File: src/rtl/instr_fetch_unit.sv
// rtl/instr_fetch_unit.sv - MIPS fetch stage: PC, IMEM handshake, hold buffer, delay-slot redirect
// Optional FETCH_TRACE_EN: prints every delivered instruction, squash and redirect.
module instr_fetch_unit #(
    parameter logic [31:0] RESET_PC = 32'hBFC00000
) (
    input  logic        CLK,
    input  logic        RESET,
    input  logic [31:0] Alt_PC,
    input  logic        Request_Alt_PC,
    input  logic        WANT_FREEZE,
    output logic        IMEM_Req,
    output logic [31:0] IMEM_Addr,
    input  logic        IMEM_Ack,
    input  logic [31:0] IMEM_Data,
    output logic [31:0] Instr1_OUT,
    output logic [31:0] Instr_PC_OUT,
    output logic [31:0] Instr_PC_Plus4_OUT,
    output logic        Fetch_Valid_OUT
);

    logic [31:0] pc;
    logic [31:0] pc_nxt;
    logic [31:0] buf_instr;
    logic [31:0] buf_pc;
    logic        buf_valid;
    logic        squash;
    logic        squash_nxt;
    logic        redir_pend;
    logic        redir_pend_nxt;
    logic [31:0] redir_pc;
    logic [31:0] redir_pc_nxt;
    logic        req_q;

    logic        ack_acc;
    logic        take;
    logic        redir_rise;
    logic        slot_present;
    logic        discard;
    logic        deliver_new;
    logic [31:0] redir_target;
    logic        alt_pc_unused;

    assign alt_pc_unused      = ^Alt_PC[1:0];
    assign IMEM_Req           = !RESET && !buf_valid;
    assign IMEM_Addr          = {pc[31:2], 2'b00};
    assign ack_acc            = IMEM_Req && IMEM_Ack;
    assign take               = ack_acc && !squash;
    assign redir_rise         = Request_Alt_PC && !req_q;
    assign redir_target       = {Alt_PC[31:2], 2'b00};
    assign slot_present       = Fetch_Valid_OUT || buf_valid;
    assign deliver_new        = take && !discard;
    assign Instr_PC_Plus4_OUT = Instr_PC_OUT + 32'd4;

    always_comb begin
        pc_nxt         = pc;
        squash_nxt     = squash;
        redir_pend_nxt = redir_pend;
        redir_pc_nxt   = redir_pc;
        discard        = 1'b0;

        if (ack_acc && squash) begin
            pc_nxt     = redir_pc;
            squash_nxt = 1'b0;
        end

        if (take) begin
            if (redir_pend) begin
                pc_nxt         = redir_pc;
                redir_pend_nxt = 1'b0;
            end else begin
                pc_nxt = pc + 32'd4;
            end
        end

        // Delay slot not yet seen: a word arriving now is the slot itself
        if (redir_rise) begin
            if (!slot_present && take) begin
                pc_nxt = redir_target;
            end else if (!slot_present) begin
                redir_pend_nxt = 1'b1;
                redir_pc_nxt   = redir_target;
            end else if (!IMEM_Req || ack_acc) begin
                pc_nxt     = redir_target;
                discard    = ack_acc;
                squash_nxt = 1'b0;
            end else begin
                squash_nxt   = 1'b1;
                redir_pc_nxt = redir_target;
            end
        end
    end

    always_ff @(posedge CLK) begin
        if (RESET) begin
            pc              <= RESET_PC;
            buf_instr       <= 32'h0;
            buf_pc          <= 32'h0;
            buf_valid       <= 1'b0;
            squash          <= 1'b0;
            redir_pend      <= 1'b0;
            redir_pc        <= 32'h0;
            req_q           <= 1'b0;
            Instr1_OUT      <= 32'h0;
            Instr_PC_OUT    <= 32'h0;
            Fetch_Valid_OUT <= 1'b0;
        end else begin
            pc         <= pc_nxt;
            squash     <= squash_nxt;
            redir_pend <= redir_pend_nxt;
            redir_pc   <= redir_pc_nxt;
            req_q      <= Request_Alt_PC;

            if (!WANT_FREEZE) begin
                if (buf_valid) begin
                    Instr1_OUT      <= buf_instr;
                    Instr_PC_OUT    <= buf_pc;
                    Fetch_Valid_OUT <= 1'b1;
                    buf_valid       <= 1'b0;
                end else if (deliver_new) begin
                    Instr1_OUT      <= IMEM_Data;
                    Instr_PC_OUT    <= IMEM_Addr;
                    Fetch_Valid_OUT <= 1'b1;
                end else begin
                    Instr1_OUT      <= 32'h0;
                    Fetch_Valid_OUT <= 1'b0;
                end
            end else if (deliver_new) begin
                buf_instr <= IMEM_Data;
                buf_pc    <= IMEM_Addr;
                buf_valid <= 1'b1;
            end
        end
    end

`ifdef FETCH_TRACE_EN
    always_ff @(posedge CLK) begin
        if (!RESET) begin
            if (!WANT_FREEZE && buf_valid)
                $display("IF:PC=%x Instr=%x", buf_pc, buf_instr);
            else if (!WANT_FREEZE && deliver_new)
                $display("IF:PC=%x Instr=%x", IMEM_Addr, IMEM_Data);
            if (ack_acc && squash)
                $display("IF:squash PC=%x resume=%x", IMEM_Addr, redir_pc);
            if (redir_rise)
                $display("IF:redirect target=%x", redir_target);
        end
    end
`endif

endmodule

File: config.mk
export PLATFORM = sky130hd
export DESIGN_NAME = instr_fetch_unit
export DESIGN_NICKNAME = d
export VERILOG_FILES = /design/src/rtl/instr_fetch_unit.sv
export SDC_FILE = /design/constraint.sdc
export NUM_CORES = 1
export LEC_CHECK = 0
export CAP_MARGIN = 20
export CORE_MARGIN = 10
export CORE_UTILIZATION = 35
export DETAILED_ROUTE_END_ITERATION = 12
export DONT_BUFFER_PORTS = 1
export PLACE_DENSITY = 0.53
export SLEW_MARGIN = 10
export SYNTH_ARGS = -nofsm -noshare
export SYNTH_HDL_FRONTEND = slang
export SYNTH_SLANG_ARGS = --single-unit
File: constraint.sdc
create_clock -name CLK -period 1.95 [get_ports CLK]
set_input_delay 0.39 -clock CLK [delete_from_list [all_inputs] [get_ports CLK]]
set_output_delay 0.39 -clock CLK [all_outputs]
set_load 0.05 [all_outputs]
==> results of run 1 <==
==> layout by cell type, fill, tap and decap left out, drive strengths merged, types with 5 or more instances in the layout <==
cell and instances:
a211oi 36, a21oi 122, a22oi 32, a31oi 15, and3 15, and4 7
buf 171, clkbuf 21, clkinv 5, conb 6, dfxtp 189, inv 16
mux2 32, mux2i 31, nand2 228, nand2b 5, nand3 32, nand4 15
nor2 104, nor3 26, nor4 8, o211ai 5, o21ai 26, or3 6
xnor2 25, xor2 9
==> metrics by stage <==
stage                     instance area (µm²)  setup TNS (ps)  setup WS, ps  total power, µW  utilization [%]
final                                   12500          -11030          -667             9830             48.1
after global routing                    12500          -13210          -756            10200             48.1
after CTS                               12000          -12120          -673             9860             46.1
after detailed placement                11300           -3570          -257             6310             43.3
after global placement                  11300           -3860          -265             6280             43.3
after floorplan                          9800           -5670          -456             5740                -
==> routing by layer <==
metal | track usage (%) | vias up | wire length (µm)
met5 | 0 | - | 0
met4 | 4.10 | 0 | 409
met3 | 5.86 | 25 | 2500
met2 | 27.0 | 229 | 14000
met1 | 22.5 | 4055 | 13700
li1 | - | 4225 | -
==> report_power, final <==
group	internal [µW]	total (µW)	leakage, µW	switching, µW
Sequential	4040	4250	0.00157	210
Clock	1780	3530	0.000296	1750
Combinational	756	2050	0.00272	1290
==> cells by family (layout without fill, tap and decap cells) <==
kind of cell / Yosys count / in the layout / share of synthesized area [%]
AO/OA/AOI/OAI: 276 / 276 / 19.0
XOR/XNOR: 34 / 34 / 3.23
adder cells (fa/ha/maj): 2 / 2 / 0.271
buffers and inverters: 114 / 213 / 6.06
flip-flops: 189 / 189 / 41.0
multiplexers: 63 / 63 / 7.27
other: 1 / 7 / 0.0406
AND/OR/NAND/NOR: 465 / 466 / 23.1
==> what timing repair did <==
action | in CTS | in global routing
pin swaps | 9 | 25
gates resized for setup | 26 | 78
buffers inserted | 3 | 9
endpoints found under the setup margin | 72 | 105
cloned | 0 | 4
==> cell type report <==
| type | count | area, µm² |
|---|---|---|
| Sequential cell | 189 | 3910 |
| Fill cell | 2498 | 13500 |
| Clock inverter | 14 | 163 |
| Tap cell | 335 | 419 |
| Antenna cell | 1 | 2.50 |
| Multi-Input combinational cell | 847 | 5650 |
| Inverter | 7 | 26.3 |
| Clock buffer | 18 | 439 |
| Timing Repair Buffer | 174 | 1890 |
==> path summary, 6_finish.rpt <==
check                                startpoint                     end  slack [ps]  cells after the start
worst min-delay path                      RESET        Instr_PC_OUT[16]          30                      1
worst min register to register       buf_pc[19]              buf_pc[19]         450                      2
worst max register to register            pc[2]                  pc[30]          80                      6
worst max-delay path            Instr_PC_OUT[6]  Instr_PC_Plus4_OUT[28]        -670                      6
==> critical path: cells and delay by family, from the launching register on <==
kind | cells | cell delay (ps)
flip-flops | 1 | 360
buffers and inverters | 1 | 150
AND/OR/NAND/NOR | 4 | 1100
XOR/XNOR | 1 | 180
==> registers in the layout, indices dropped and copies added, names as in the netlist <==
name             count
Instr1_OUT          32
buf_instr           32
Instr_PC_OUT        30
buf_pc              30
pc                  30
redir_pc            30
Fetch_Valid_OUT      1
buf_valid            1
redir_pend           1
req_q                1
squash               1
==> flow_summary.yaml, run 1 <==
critical_path:
  critPathKind: "reg -> out"
  cp.arrival_ps: 2230
  critPathCaptureType: "output pin"
  crit_chain: "and4_4 -> nand2_4 -> or4_4 -> nor2_4 -> xor2_4 -> buf_12"
  critPathLaunchType: "register"
  cp.required_ps: 1560
  crit_path_top_delay_cell: "or4_4"
  critPathMaxStageDelay_ps: 610
  path_max_fanout: 4
timing:
  maxSlewHeadroom_pct: 61.8
  tightest_slew_ps: 572
  skew_ps: 14.9
  hold_viol: 0
  fmax_mhz: 382
  worst_slack_ps: -667
  setup_viol: 24
  fin_crit_sh_pct: 134
  rsz0062_at_grt: "true"
  fin_crit_ps: 2620
  timing.hold.ws_ps: 28.4
  drv_slew: 0
detailed_routing:
  antenna_left: 0
  dr.pass1.iters: 5
  drt_iter0_drc: 622
  vias: 8534
  wire_per_inst_um: 19.3
  drt_wl_total_um: 30600
  drc: 0
  viasPerCell: 5.38
power:
  ir_worst_vdd_mv: 0.443
  leakage_uw: 0.00458
  power_density_nw_per_um2: 787
die:
  die_x_um: 182
  ios: 199
  num_rows: 59
  die-area_um2: 33300
  die_h_um: 182
  core_um2: 26000
  start_util_pct: 35.5
logic_synthesis:
  synth_flop_cell: "dfxtp_1"
  ys.warnings.count: 0
  synth_area_um2: 9230
  netlist_top_cells_area: "dfxtp_1, nand2_1, a21oi_1"
  synth_edf_count: 0
  synth_top_area_share_pct: 41.0
  syn_avg_cell_area_um2: 8.07
  post-synth-top-count-cell: "nand2_1"
  synth_top_area_cell: "dfxtp_1"
  synth.ff_latch_count: 189
  syn_inst: 1144
  synthArstFlopShare_pct: 0
  ys_seq_area_share_pct: 41.0
  synthTopCellsByCount: "nand2_1, dfxtp_1, a21oi_1"
  yosysUniqueCellTypes: 68
global_route:
  track_usage_pct: 17.3
  grt_max_degree: 187
  antenna_found_initial: 0
  grt_pass1_vias: 7954
  gr-total-overflow: 0
  grt_first_pass_wirelength_um: 46700
clocking:
  cts_made_buffers: 17
  holdBufCountCts: 0
  cts_sinks: 189
  worstSkewPairLatency_ps: 440
  htree_levels: 4
  clockBufferDepth: 2
  clkTransAtPathRegs_ps: 80
  cts_tree: "done"
  cts_root_buf: "clkbuf_16"
placed_design:
  dp_hpwl_um: 21400
  finalWeightedCongestion: 0.830
  portBuffers: 0
  placedCellCount: 1537
final_layout:
  finalNetCount: 1307
  syn_to_final_growth_pct: 35.4
  final_cell_count_no_fill: 1585
  final_layout_size_suffix_gt1_share_pct: 29.8
hold_path:
  hold_path_class: "in -> reg"
run_status:
  outcome: "complete, but fails checks"
  violations: "setup timing"
job:
  drv_cap: 0
No activity file was read; power rests on OpenSTA's default activity.
==> inputs of run 2 (changes only) <==
--- a/config.mk
+++ b/config.mk
@@ -6,8 +6,8 @@
 export NUM_CORES = 1
 export LEC_CHECK = 0
 export CAP_MARGIN = 20
-export CORE_MARGIN = 10
 export CORE_UTILIZATION = 35
+export CTS_BUF_LIST = sky130_fd_sc_hd__clkbuf_8
 export DETAILED_ROUTE_END_ITERATION = 12
 export DONT_BUFFER_PORTS = 1
 export PLACE_DENSITY = 0.53
==> run 2 against run 1 <==
Net effect: the flow still finishes with violations (setup timing); hold slack better by 2.6 ps; cell count shrank 0.38%; fmax decreased by 2.4%; worst setup slack got worse by 63 ps; final area is 2.1% lower; power fell by 6.7%; clock power down 20%; clock skew is 13 ps higher; combinational power is 2% higher; utilization is 1.0 points lower; first-iteration DRC count up 7.9%; largest power group unchanged; highest routed layer unchanged.
==> flow_summary.yaml, run 2 (same netlist as run 1, synthesis figures left out) <==
timing:
  maxSlewHeadroom_pct: 62.6
  fin_setup_tns_ps: -12810
  worst_slack_ps: -731
  fin_crit_ps: 2680
  skew_ps: 28.0
  rsz0062_at_grt: "true"
  fin_crit_sh_pct: 137
  setup_viol: 25
  hold_viol: 0
  drv_slew: 0
  tightest_slew_ps: 560
  fmax_mhz: 373
global_route:
  grt_max_degree: 103
  met2_usage_pct: 31.4
  antenna_found_initial: 0
  grt_pass1_vias: 7821
  grt_first_pass_wirelength_um: 44100
  track_usage_pct: 21.0
  met1_usage_pct: 29.4
  gr-total-overflow: 0
  grt.met3_usage_pct: 5.78
  top_usage_layer: "met2"
run_status:
  outcome: "complete, but fails checks"
  violations: "setup timing"
clocking:
  cts_tree: "done"
  clockBufferDepth: 2
  cts_root_buf: "clkbuf_8"
  htree_levels: 4
  cts_made_buffers: 17
  clkTransAtPathRegs_ps: 120
  cts_sinks: 189
  worstSkewPairLatency_ps: 480
final_layout:
  top_regs: "Instr1_OUT (32), buf_instr (32)"
  finalNetCount: 1302
  final_common_cell: "nand2_1"
  fillers: 2535
  final_cell_mix: "nand2_1, dfxtp_1, a21oi_1, buf_4, nor2_1"
  syn_to_final_growth_pct: 32.5
  final_layout_size_suffix_gt1_share_pct: 28.4
  diodes: 0
detailed_routing:
  wire_per_inst_um: 19.0
  drt_iter0_drc: 671
  antenna_left: 0
  viasPerCell: 5.43
  vias: 8571
  drt_wl_total_um: 29900
  drc: 0
  dr.pass1.iters: 5
placed_design:
  finalWeightedCongestion: 0.843
  portBuffers: 0
  post-place-ws_ps: -297
  dp_hpwl_um: 19100
hold_path:
  min_path_cells: 2
  hold_path_class: "in -> reg"
  worstHoldStart: "IMEM_Data[25]"
  whs_endpoint: "buf_instr[25]"
critical_path:
  r2r_cells: 6
  crit_chain: "and4_4 -> nand4_1 -> buf_4 -> nor4_4 -> buf_4 -> nand4_1 -> xnor2_4 -> buf_12"
  critPathLaunchType: "register"
  critPathKind: "reg -> out"
  crit_path_top_delay_cell: "dfxtp_4"
  r2r-end: "pc[20]"
  cp.required_ps: 1560
  r2r_slack_ps: -30
  critPathMaxStageDelay_ps: 350
  path_max_fanout: 2
  cp.arrival_ps: 2290
  worstReg2RegStart: "pc[2]"
  critPathCaptureType: "output pin"
die:
  start_util_pct: 35.5
  core_um2: 26000
  die_h_um: 164
  die-area_um2: 27000
  ios: 199
  die_x_um: 164
  num_rows: 59
power:
  leakage_uw: 0.00447
  power_density_nw_per_um2: 750
  ir_worst_vdd_mv: 0.344
  power_uw: 9170
job:
  drv_cap: 0
-- run 2: changes by cell type in the layout (fill, tap and decap cells not counted), sizes merged --
cell,before,now
bufinv,0,2
diode,1,0
buf,171,161
clkinv,5,7
inv,16,12
clkbuf,21,19
dlygate4sd3,0,6
clkinvlp,0,1
-- run 2: how the worst max path moves through the flow --
stage	startpoint	depth (start not counted)	slack, ps	endpoint
after floorplan	Instr_PC_OUT[12]	5	-460	Instr_PC_Plus4_OUT[26]
after global placement	Instr_PC_OUT[11]	7	-270	Instr_PC_Plus4_OUT[31]
after detailed placement	Instr_PC_OUT[15]	8	-300	Instr_PC_Plus4_OUT[31]
after CTS	Instr_PC_OUT[12]	8	-750	Instr_PC_Plus4_OUT[31]
after global routing	Instr_PC_OUT[14]	8	-900	Instr_PC_Plus4_OUT[31]
final	Instr_PC_OUT[12]	8	-730	Instr_PC_Plus4_OUT[31]
-- run 2: power breakdown --
group / switching (µW) / total, µW / leakage [µW] / internal (µW)
combinational: 1350 / 2100 / 0.00269 / 754
sequential: 204 / 4250 / 0.00157 / 4040
clock: 1610 / 2820 / 0.000214 / 1210
-- run 2: cell type report --
type                    count  area, µm²  share of cell area, %
clock buffers              17        234                   1.91
well taps                 335        419                   3.43
clock inverters            15        200                   1.64
inverters                   7       26.3                  0.215
flip-flops and latches    189       3910                   31.9
multi-input cells         847       5570                   45.6
repair buffers            169       1870                   15.3
-- run 2: metrics by stage --
stage,hold WS (ps),instances,cell area (µm²),utilization (%)
6_report,31.0,1579,12200,47.1
5_1_grt,2.49,1579,12200,47.1
4_1_cts,0.441,1564,11900,45.9
3_5_place_dp,440,1523,11100,42.8
3_3_place_gp,434,1523,11100,42.8
2_1_floorplan,432,1149,9800,-
-- run 2: timing repair --
item / 4_1_cts / 5_1_grt
hold buffers: 5 / 5
hold endpoints to repair: 61 / 1
gates cloned: 0 / 3
pin swaps: 18 / 19
gates resized for setup: 56 / 25
buffers inserted: 4 / 9
setup endpoints to repair: 28 / 45
-- run 2: worst max-delay path, delay by kind of cell (launching register included) --
family / cells / cell delay [ps]
simple gates: 4 / 760
flops: 1 / 350
buf+inv: 3 / 490
xor+xnor: 1 / 230
-- run 2: metal layers --
layer / vias up / part of all wire (%) / wire length (µm)
met4: 0 / 1.3 / 394
met1: 4082 / 46 / 13800
met3: 27 / 8.0 / 2390
li1: 4192 / - / -
met2: 270 / 45 / 13400
met5: - / 0 / 0
